===== src/rtl/sample_discriminator_pkg.sv =====
// -----------------------------------------------------------------------------
// sample_discriminator_pkg
//   Shared definitions for the pulse interval meter:
//     DEFAULT_TIMER_BITS - default width of the interval counter and result
//     meter_state_e      - IDLE / MEASURE state encoding of the interval FSM
// -----------------------------------------------------------------------------
package sample_discriminator_pkg;

    localparam int DEFAULT_TIMER_BITS = 8;

    typedef enum logic {
        IDLE    = 1'b0,
        MEASURE = 1'b1
    } meter_state_e;

endpackage : sample_discriminator_pkg


===== src/rtl/result_holding_reg.sv =====
// -----------------------------------------------------------------------------
// result_holding_reg
//   One-entry holding register with a valid/ready output handshake. A new
//   result is accepted when the register is empty or is being consumed in the
//   same cycle; otherwise the old result is kept and drop_o pulses next cycle.
//
// Ports
//   clk         : clock
//   reset       : synchronous active-high reset
//   load_i      : a completed result is presented this cycle
//   load_data_i : the completed result
//   ready_i     : consumer accepts data_o this cycle
//   valid_o     : data_o holds an unconsumed result
//   data_o      : held result
//   drop_o      : one-cycle pulse, a result was discarded because we were full
// -----------------------------------------------------------------------------
module result_holding_reg
    import sample_discriminator_pkg::*;
#(
    parameter int WIDTH = DEFAULT_TIMER_BITS
) (
    input  logic             clk,
    input  logic             reset,
    input  logic             load_i,
    input  logic [WIDTH-1:0] load_data_i,
    input  logic             ready_i,
    output logic             valid_o,
    output logic [WIDTH-1:0] data_o,
    output logic             drop_o
);

    logic             valid_q;
    logic [WIDTH-1:0] data_q;
    logic             drop_q;
    logic             can_load;

    // Space is available if empty, or if the current entry leaves this cycle.
    assign can_load = !valid_q || ready_i;

    always_ff @(posedge clk) begin
        if (reset) begin
            valid_q <= 1'b0;
            data_q  <= '0;
            drop_q  <= 1'b0;
        end else begin
            drop_q <= 1'b0;
            if (load_i) begin
                if (can_load) begin
                    valid_q <= 1'b1;
                    data_q  <= load_data_i;
                end else begin
                    drop_q  <= 1'b1;
                end
            end else if (valid_q && ready_i) begin
                valid_q <= 1'b0;
            end
        end
    end

    assign valid_o = valid_q;
    assign data_o  = data_q;
    assign drop_o  = drop_q;

endmodule : result_holding_reg


===== src/rtl/pulse_interval_meter.sv =====
// -----------------------------------------------------------------------------
// pulse_interval_meter
//   Measures the number of cycles between a start pulse and a stop pulse.
//   Start sampled in cycle t and stop sampled in cycle t+d+1 reports d.
//   A counter reaching all-ones without a stop abandons the measurement and
//   pulses timeout_pls. Results go through a one-entry holding register.
//
// Parameters
//   TIMER_BITS     : counter / result width
//   RETRIGGER_MODE : 1 = start during a measurement restarts the count
//
// Ports
//   clk, reset                 : clock, synchronous active-high reset
//   start_pls, stop_pls        : interval start / end pulses
//   result_data, result_valid  : measured interval and its valid flag
//   result_ready               : consumer accepts result_data
//   timeout_pls                : measurement abandoned on counter overflow
//   drop_pls                   : completed result discarded (holding reg full)
//   min_interval, max_interval : running extremes of every completed result,
//                                present only when PULSE_INTERVAL_METER_STATS_EN
//                                is defined
// -----------------------------------------------------------------------------
module pulse_interval_meter
    import sample_discriminator_pkg::*;
#(
    parameter int TIMER_BITS     = DEFAULT_TIMER_BITS,
    parameter int RETRIGGER_MODE = 0
) (
    input  logic                  clk,
    input  logic                  reset,
    input  logic                  start_pls,
    input  logic                  stop_pls,
    output logic [TIMER_BITS-1:0] result_data,
    output logic                  result_valid,
    input  logic                  result_ready,
    output logic                  timeout_pls,
`ifdef PULSE_INTERVAL_METER_STATS_EN
    output logic                  drop_pls,
    output logic [TIMER_BITS-1:0] min_interval,
    output logic [TIMER_BITS-1:0] max_interval
`else
    output logic                  drop_pls
`endif
);

    localparam logic [TIMER_BITS-1:0] COUNT_MAX = '1;

    meter_state_e          state_q;
    logic [TIMER_BITS-1:0] count_q;
    logic                  timeout_q;
    logic                  done;

    // A measurement completes in the cycle stop is seen while measuring; the
    // holding register registers it, so the result appears one cycle later.
    assign done = (state_q == MEASURE) && stop_pls;

    always_ff @(posedge clk) begin
        if (reset) begin
            state_q   <= IDLE;
            count_q   <= '0;
            timeout_q <= 1'b0;
        end else begin
            timeout_q <= 1'b0;
            case (state_q)
                IDLE: begin
                    // A stop coinciding with start belongs to no interval.
                    if (start_pls) begin
                        count_q <= '0;
                        state_q <= MEASURE;
                    end
                end
                MEASURE: begin
                    if (stop_pls || (count_q == COUNT_MAX)) begin
                        // Completion or overflow ends this interval; a start in
                        // the same cycle opens the next one immediately.
                        timeout_q <= !stop_pls;
                        count_q   <= '0;
                        if (!start_pls) begin
                            state_q <= IDLE;
                        end
                    end else if (start_pls && (RETRIGGER_MODE != 0)) begin
                        count_q <= '0;
                    end else begin
                        count_q <= count_q + 1'b1;
                    end
                end
                default: begin
                    state_q <= IDLE;
                    count_q <= '0;
                end
            endcase
        end
    end

    assign timeout_pls = timeout_q;

    result_holding_reg #(
        .WIDTH (TIMER_BITS)
    ) u_hold (
        .clk         (clk),
        .reset       (reset),
        .load_i      (done),
        .load_data_i (count_q),
        .ready_i     (result_ready),
        .valid_o     (result_valid),
        .data_o      (result_data),
        .drop_o      (drop_pls)
    );

`ifdef PULSE_INTERVAL_METER_STATS_EN
    logic [TIMER_BITS-1:0] min_q;
    logic [TIMER_BITS-1:0] max_q;

    // Extremes track every completed interval, dropped ones included.
    always_ff @(posedge clk) begin
        if (reset) begin
            min_q <= '1;
            max_q <= '0;
        end else if (done) begin
            if (count_q < min_q) begin
                min_q <= count_q;
            end
            if (count_q > max_q) begin
                max_q <= count_q;
            end
        end
    end

    assign min_interval = min_q;
    assign max_interval = max_q;
`endif

endmodule : pulse_interval_meter


===== config.mk =====
export PLATFORM = sky130hd
export DESIGN_NAME = pulse_interval_meter
export DESIGN_NICKNAME = d
export VERILOG_FILES = /design/src/rtl/sample_discriminator_pkg.sv /design/src/rtl/result_holding_reg.sv /design/src/rtl/pulse_interval_meter.sv
export SDC_FILE = /design/constraint.sdc
export NUM_CORES = 1
export LEC_CHECK = 0
export CAP_MARGIN = 30
export CORE_UTILIZATION = 54
export DETAILED_ROUTE_END_ITERATION = 7
export PLACE_DENSITY = 0.88
export SLEW_MARGIN = 30
export SYNTH_ARGS = -nofsm -noshare
export SYNTH_HDL_FRONTEND = slang
export SYNTH_SLANG_ARGS = --single-unit
export TNS_END_PERCENT = 1

===== constraint.sdc =====
create_clock -name clk -period 3.55 [get_ports clk]
set_clock_uncertainty 0.1 [all_clocks]
set_input_delay 0.71 -clock clk [delete_from_list [all_inputs] [get_ports clk]]
set_output_delay 0.71 -clock clk [all_outputs]
set_load 0.02 [all_outputs]

==> results.txt <==
CTS clock-pin slew for the worst setup and hold paths: 0.10 ns
Seq cells post-synth: 20
Setup TNS: 0 ns
Placer Congestion: 0.9171
P_int: 277.6 uW
grt met3 use: 2.553%
Startpoint Class: primary input
Mapped Cells: 105
Max Cap Viol: 0
Avg Inst Size Synth: 8.627 um2
setup bufs post-CTS: 0
post-CTS sizing: 0
share of cells above drive strength 1: 4.237%
LEAKAGE: 0.0003428 uW
remaining routing DRC violations: 0
grt total ovfl: 0
die span in y: 42.96 um
Logic pwr share: 7.1%
Final Hold Fails: 0
gr busiest metal: met2
Fill cells: 138
Cell Area, Synth: 905.9 um2
Critical Path RT: 3.69 ns
GR Util met2: 34.85%
clk root buf: clkbuf_4
wire per inst: 13.49 um
port bufs: 15
1st-pass router iterations: 4
Reg area: 400.4 um2
Die W: 42.96 um
synthesis-to-layout area growth: 17.96%
Min-Delay Path Class: register to register
Sw Pwr: 81.82 uW
Final Cycle Share: 63.82%
Max VDD drop: 0.0003089 V
Slew Viols, Final: 0
Max clock buf depth: 2
core footprint: 1541 um2
Layout Nets: 126
ANT nets after route: 0
clock share of power: 28.6%
initial core utilization: 58.77%
status: complete, no violations
DPL Wire Length: 1.339 mm
# diodes: 0
drt first-iter violations: 27
CP arrival: 2.40 ns
CTS tree: done
RSZ-0062 raised after global routing: false
Syn Nets: 111
H-tree Lvls: 1
wire length of the first global-routing pass: 3.146 mm
FFs w/ async S/R, synth: 0%
Critical Path Sink Type: register
Tot Pwr: 359.4 uW
CTS Hold Bufs: 0
drt total wl: 1.808 mm
GRT Total Usage: 22.23%
Pwr Density: 336.4 nW/um2
CTS Buf Count: 3
Least-Margin Pin Slew: 0.6141 ns
Setup CP Type: primary input to register
distinct cell type count after synthesis: 32
EDFF count, synth: 0
area occupied by multi-input gates: 467.9 um2
Row Count: 14
dominant synthesized flop cell: dfxtp_1
Syn. warnings: 0
post-layout minimum cycle time: 2.266 ns
Switching Share: 22.76%
Num Clock Sinks: 20
Critical Path Fanout Max: 19
# setup viols final: 0
largest net degree at the start of global routing: 20
relative slew slack: 58.93%
Vias/cell: 6.224
Fmax: 0.4414 GHz
I/O Pins: 16
via count: 834
Clock Latency Late Sink: 0.30 ns
vias in the first global route: 725
routing usage on met1: 30.16%
antenna violations before repair: 0
die area: 1845 um2
register area share after synthesis: 44.20%
Worst Hold Margin: 0.3806 ns
part of the power in registers: 64.3%
==> cell usage in the layout, fill, tap and decap left out, types with 3 or more instances in the layout <==
| cell type | count |
|---|---|
| nand3_1 | 11 |
| nand2_1 | 7 |
| a21oi_1 | 12 |
| nor2_1 | 3 |
| dfxtp_1 | 20 |
| clkdlybuf4s50_1 | 15 |
| clkbuf_4 | 3 |
| o21ai_0 | 16 |
==> synthesized netlist by cell type, types with 2 or more instances <==
| library cell | number | area share (%) |
|---|---|---|
| nor2b_1 | 2 | 1.4 |
| nor3_1 | 2 | 1.1 |
| or4b_1 | 2 | 2.2 |
| a21oi_1 | 12 | 6.6 |
| o211ai_1 | 2 | 1.7 |
| nand2b_1 | 2 | 1.4 |
| nand2_1 | 7 | 2.9 |
| o21ai_0 | 16 | 8.8 |
| nand3_1 | 11 | 6.1 |
| dfxtp_1 | 20 | 44 |
| and2_1 | 2 | 1.4 |
| inv_1 | 2 | 0.83 |
| nor2_1 | 3 | 1.2 |
| nor3b_1 | 2 | 1.7 |
| clkbuf_1 | 3 | 1.2 |
==> state kept, by name, indices dropped and copies added, names as in the netlist <==
signal	cells
u_hold.data_o	8
u_hold.drop_o	1
state_q	1
timeout_pls	1
u_hold.valid_o	1
count_q	8
==> through the flow <==
stage	utilization [%]	area, um2	setup slack [ns]	instances
global placement	67.86	1046	1.045	131
detailed placement	67.86	1046	0.9784	131
global route	69.32	1069	1.134	134
CTS	69.32	1069	1.292	134
floorplan	-	905.9	1.778	105
finish	69.32	1069	1.284	134
==> power groups by stage <==
stage / registers (uW) / logic, uW / clock network, uW
CTS: 231 / 25.5 / 103
finish: 231 / 25.6 / 103
global placement: 236 / 25.0 / 0
floorplan: 235 / 17.7 / 0
detailed placement: 236 / 25.5 / 0
global route: 232 / 28.5 / 112
==> metal layers <==
metal / wire length [um] / vias up
li1: - / 421
met1: 780 / 373
met2: 876 / 35
met3: 112 / 5
met4: 38 / 0
met5: 0 / -
==> worst max-delay path, cell delays in order <==
cell and delay (ns):
clkdlybuf4s50_1 0.71, or4b_1 0.61, o41ai_2 0.22, o21bai_1 0.15
==> final timing paths <==
kind	start	slack (ns)	to	cells after the start
hold / removal	u_hold.data_o[7]$_SDFFE_PP0P_	0.38	u_hold.data_o[7]$_SDFFE_PP0P_	2
hold reg to reg	u_hold.data_o[7]$_SDFFE_PP0P_	0.38	u_hold.data_o[7]$_SDFFE_PP0P_	2
setup reg to reg	count_q[0]$_SDFFE_PP0P_	1.90	state_q$_SDFF_PP0_	4
setup / recovery	reset	1.28	count_q[7]$_SDFFE_PP0P_	4
==> kinds of logic after synthesis <==
logic type	after synthesis	synth area share [%]
simple gates	39	25.14
compound gates	38	25.14
fa+ha+maj	1	1.381
buf+inv	7	4.144
flops	20	44.20
==> layout make-up <==
cell class | count | share of cell area, %
multi-input combinational | 78 | 43.79
sequential | 20 | 37.47
timing repair buffer | 15 | 14.05
clock buffer | 3 | 2.108
tap | 16 | 1.874
inverter | 2 | 0.7026
Power figures use the tool's default switching activity.
